File: src/rtl/lab3_cache_mem_arbiter.sv
// Two-requester arbiter sharing one memory port, one transaction in flight.
// Requests and responses are latched whole and forwarded unmodified.
module lab3_cache_mem_arbiter (
    input  logic        clk,
    input  logic        reset,

    input  logic        req0_val,
    output logic        req0_rdy,
    input  logic [76:0] req0_msg,
    output logic        resp0_val,
    input  logic        resp0_rdy,
    output logic [46:0] resp0_msg,

    input  logic        req1_val,
    output logic        req1_rdy,
    input  logic [76:0] req1_msg,
    output logic        resp1_val,
    input  logic        resp1_rdy,
    output logic [46:0] resp1_msg,

    output logic        mem_req_val,
    input  logic        mem_req_rdy,
    output logic [76:0] mem_req_msg,
    input  logic        mem_resp_val,
    output logic        mem_resp_rdy,
    input  logic [46:0] mem_resp_msg
);

    typedef enum logic [1:0] {
        IDLE,
        SEND,
        WAIT,
        RESP
    } state_t;

    state_t      state_q, state_d;
    logic        owner_q, owner_d;
    logic        prio_q,  prio_d;
    logic [76:0] req_q,   req_d;
    logic [46:0] resp_q,  resp_d;
    logic        grant;

    always_ff @(posedge clk) begin
        if (reset) begin
            state_q <= IDLE;
            owner_q <= 1'b0;
            prio_q  <= 1'b0;
            req_q   <= '0;
            resp_q  <= '0;
        end else begin
            state_q <= state_d;
            owner_q <= owner_d;
            prio_q  <= prio_d;
            req_q   <= req_d;
            resp_q  <= resp_d;
        end
    end

    // Sole valid requester wins; on contention the priority bit decides.
    assign grant = (req0_val && req1_val) ? prio_q : req1_val;

    always_comb begin
        state_d      = state_q;
        owner_d      = owner_q;
        prio_d       = prio_q;
        req_d        = req_q;
        resp_d       = resp_q;
        req0_rdy     = 1'b0;
        req1_rdy     = 1'b0;
        mem_req_val  = 1'b0;
        mem_resp_rdy = 1'b0;
        resp0_val    = 1'b0;
        resp1_val    = 1'b0;
        unique case (state_q)
            IDLE: begin
                req0_rdy = req0_val && !grant;
                req1_rdy = req1_val && grant;
                if (req0_val || req1_val) begin
                    state_d = SEND;
                    owner_d = grant;
                    prio_d  = !grant;
                    req_d   = grant ? req1_msg : req0_msg;
                end
            end
            SEND: begin
                mem_req_val = 1'b1;
                if (mem_req_rdy) begin
                    state_d = WAIT;
                end
            end
            WAIT: begin
                mem_resp_rdy = 1'b1;
                if (mem_resp_val) begin
                    state_d = RESP;
                    resp_d  = mem_resp_msg;
                end
            end
            RESP: begin
                resp0_val = !owner_q;
                resp1_val = owner_q;
                if (owner_q ? resp1_rdy : resp0_rdy) begin
                    state_d = IDLE;
                end
            end
            default: state_d = IDLE;
        endcase
    end

    assign mem_req_msg = req_q;
    assign resp0_msg   = resp_q;
    assign resp1_msg   = resp_q;

endmodule

File: config.mk
export PLATFORM = sky130hd
export DESIGN_NAME = lab3_cache_mem_arbiter
export DESIGN_NICKNAME = d
export VERILOG_FILES = /design/src/rtl/lab3_cache_mem_arbiter.sv
export SDC_FILE = /design/constraint.sdc
export NUM_CORES = 1
export LEC_CHECK = 0
export CAP_MARGIN = 20
export CORE_AREA = 2 2 148 150
export DETAILED_ROUTE_END_ITERATION = 6
export DIE_AREA = 0 0 150 152
export SLEW_MARGIN = 25
export SYNTH_ARGS = -nofsm -noshare
export SYNTH_HDL_FRONTEND = slang
export SYNTH_SLANG_ARGS = --single-unit
File: constraint.sdc
create_clock -name clk -period 2.4 [get_ports clk]
set_input_delay 0.72 -clock clk [delete_from_list [all_inputs] [get_ports clk]]
set_output_delay 0.72 -clock clk [all_outputs]
set_load 0.02 [all_outputs]
==> results of run 1 <==
sequential cells by signal (all words and copies together) (netlist names):
register	count
mem_req_msg	77
resp0_msg	47
state_q	2
owner_q	1
prio_q	1
what timing repair did:
item                                    4_1_cts  5_1_grt
buffers inserted                              0        0
resized for setup                            14        2
endpoints found under the hold margin         0        0
endpoints found under the setup margin        5        2
final timing paths:
kind	from	endpoint	slack, ns	depth (start not counted)
setup / recovery	state_q[0]	resp1_val	0.1	4
hold / removal	resp0_msg[23]	resp0_msg[23]	0.47	2
setup reg to reg	state_q[0]	mem_req_msg[42]	0.69	7
hold reg to reg	resp0_msg[23]	resp0_msg[23]	0.47	2
metrics by stage:
step | hold slack (ns) | instances
2_1_floorplan | 0.4707 | 609
5_1_grt | 0.4850 | 1229
3_3_place_gp | 0.4572 | 1197
4_1_cts | 0.4711 | 1229
3_5_place_dp | 0.4619 | 1197
6_report | 0.4679 | 1229
Yosys cell counts, types with 3 or more instances:
cell / count / area share [%]
nand3b_1: 24 / 3.2
a21oi_1: 49 / 4.4
dfxtp_1: 128 / 46
nor3b_1: 56 / 7.5
o21ai_0: 20 / 1.8
a221o_1: 54 / 9.7
buf_1: 9 / 0.60
a311oi_1: 23 / 3.6
mux2i_1: 3 / 0.54
nor2_1: 24 / 1.6
ha_1: 4 / 0.89
clkbuf_1: 20 / 1.3
o21ai_1: 4 / 0.36
buf_2: 15 / 1.3
nand2_1: 98 / 6.6
inv_1: 3 / 0.20
buf_6: 5 / 1.0
nor2b_1: 3 / 0.34
nand2b_1: 3 / 0.34
buf_4: 54 / 7.2
cells by family after synthesis:
logic type / count (synthesis) / share of synthesized area (%)
compound gates: 154 / 20.46
fa+ha+maj: 4 / 0.8937
buf+inv: 108 / 11.89
flops: 128 / 45.76
mux: 3 / 0.5362
simple gates: 212 / 20.46
placed cells by master, fill, tap and decap left out, drive strengths merged, types with 3 or more instances in the layout:
cell           instances
nand3b                24
dlygate4sd2            3
a221o                 54
a21oi                 49
nor2b                  4
bufinv                 3
ha                     4
nor2                  24
nand2b                 3
o21ai                 24
clkinvlp               5
inv                    6
a311oi                23
mux2i                  3
nand2                 98
clkbuf                21
nor3b                 56
clkdlybuf4s50        377
dfxtp                128
buf                   30
final cells by class:
cell class | instances | area share (%)
repair buffers | 412 | 40.98
well taps | 280 | 3.482
clock inverters | 11 | 1.529
flip-flops and latches | 128 | 25.47
clock buffers | 21 | 4.675
multi-input cells | 373 | 23.71
inverters | 4 | 0.1492
critical path: stages (launching register included):
cell and delay [ns]:
dfxtp_1 0.31, buf_4 0.14, ha_1 0.22, and2_1 0.17, dlygate4sd2_1 0.34
layer usage:
layer | up-vias | global-route usage [%]
met5 | - | 0
met4 | 0 | 4.717
met3 | 15 | 6.757
met2 | 258 | 32.42
met1 | 2619 | 20.76
li1 | 2792 | -
power groups by stage:
| stage | Sequential, µW | Combinational (µW) | Clock (µW) |
|---|---|---|---|
| floorplan | 3510 | 1380 | 0 |
| global placement | 2930 | 3810 | 0 |
| detailed placement | 2940 | 3820 | 0 |
| CTS | 2910 | 3820 | 2810 |
| global route | 2960 | 4030 | 2910 |
| finish | 2900 | 3770 | 2740 |
==> impl_metrics.toml, run 1 <==
[logic_synthesis]
synth_area_um2 = 5600
yosysWarnings = 0
synth_flop_cell = "dfxtp_1"
synth.net_count = 822
yosysUniqueCellTypes = 29
synth-seq-cells = 128
postSynthCellCount = 609
synth_area_per_cell_um2 = 9.196
async_reset_ff_share_pct = 0
synth_edf_count = 0
seq_area_frac_synth_pct = 45.76

[placement]
dp_slack_ns = -0.4966
dpl.hpwl_um = 15810
gp_congestion = 0.8300
portBuffers = 385
placed_area_um2 = 9443

[cells_and_area]
final_layout_size_suffix_gt1_share_pct = 7.165
diodes = 0
fin_nets = 1149
fin_area_um2 = 10060
multi_input_area_um2 = 2386
regArea_um2 = 2562
fill_cells = 2053
fin_util_pct = 47.13
area_delta_synth_final_pct = 79.67

[die]
rows = 54
dieWidth_um = 150
io_pins = 386
start_util_pct = 26.23
dieHeight_um = 152
coreArea_um2 = 21350
die_area_um2 = 22800

[cts]
insertion_delay_ns = 0.41
cts_tree = "done"
cts_made_buffers = 17
cts_hold_buf = 0
path_clk_slew_ns = 0.06
cts_root_buf = "clkbuf_16"
htreeDepth = 4
cts.sinks = 128
clockBufferDepth = 2

[timing]
finalCritPeriodShare_pct = 95.93
final.setup.tns_ns = 0
drv_slew = 0
finalSetupViolations = 0
slew_headroom_pct = 68.55
hold_violations = 0
worst_pin_slew_ns = 0.4708
rsz0062_at_grt = "false"
max_freq_ghz = 0.4344
min_period_ns = 2.302
fin_skew_ns = 0.008468
worst_slack_ns = 0.09772

[routing]
wl_met1_um = 8470
drc_errors = 0
viasPerCell = 4.625
firstDrtPassIters = 6
totalWireLength_um = 21470
vias = 5684
detail-route-antenna-nets = 0
route.met3.wl_um = 1996
drt-initial-drc-count = 190
top_layer_used = "met4"
route.met2.wl_um = 10690
wl_per_cell_um = 17.47

[global_routing]
antenna_found_initial = 0
grt_pass1_vias = 5723
grt-ovfl-total = 0
grt_max_degree = 55
grt_pass1_wl_um = 32660
track_usage_pct = 18.37

[status]
status = "complete, no violations"

[run]
maxCapViolations = 0

[min_path]
hold_class = "register to register"

[setup_path]
cp.arrival_ns = 1.58
cp-end-kind = "output port"
path_max_fanout = 3
crit_type = "register to output port"
required_ns = 1.68
worst_setup_path_start_kind = "register"

[pwr]
p_total_uw = 9408
cellPowerDensity_nw_per_um2 = 935.0
pwr-share-clk_pct = 29.1
p_sw_uw = 3153
max-vdd-ir-drop_mv = 0.4153
sw_frac_of_total_pct = 33.51
seqPwrFrac_pct = 30.8
comb_power_share_pct = 40.0
leakage_uw = 0.003573
p_int_uw = 6255
(Power assumes the default switching activity.)
==> run 2, diff against run 1 <==
--- a/config.mk
+++ b/config.mk
@@ -7,6 +7,7 @@
 export LEC_CHECK = 0
 export CAP_MARGIN = 20
 export CORE_AREA = 2 2 148 150
+export CTS_CLUSTER_SIZE = 24
 export DETAILED_ROUTE_END_ITERATION = 6
 export DIE_AREA = 0 0 150 152
 export SLEW_MARGIN = 25
==> results of run 2 <==
Final layout, timing and power as in run 1 (identical DEF).
==> run 3, diff against run 2 <==
--- a/config.mk
+++ b/config.mk
@@ -10,7 +10,6 @@
 export CTS_CLUSTER_SIZE = 24
 export DETAILED_ROUTE_END_ITERATION = 6
 export DIE_AREA = 0 0 150 152
-export SLEW_MARGIN = 25
 export SYNTH_ARGS = -nofsm -noshare
 export SYNTH_HDL_FRONTEND = slang
 export SYNTH_SLANG_ARGS = --single-unit
==> results of run 3 <==
Final layout, timing and power as in run 1 (identical DEF).
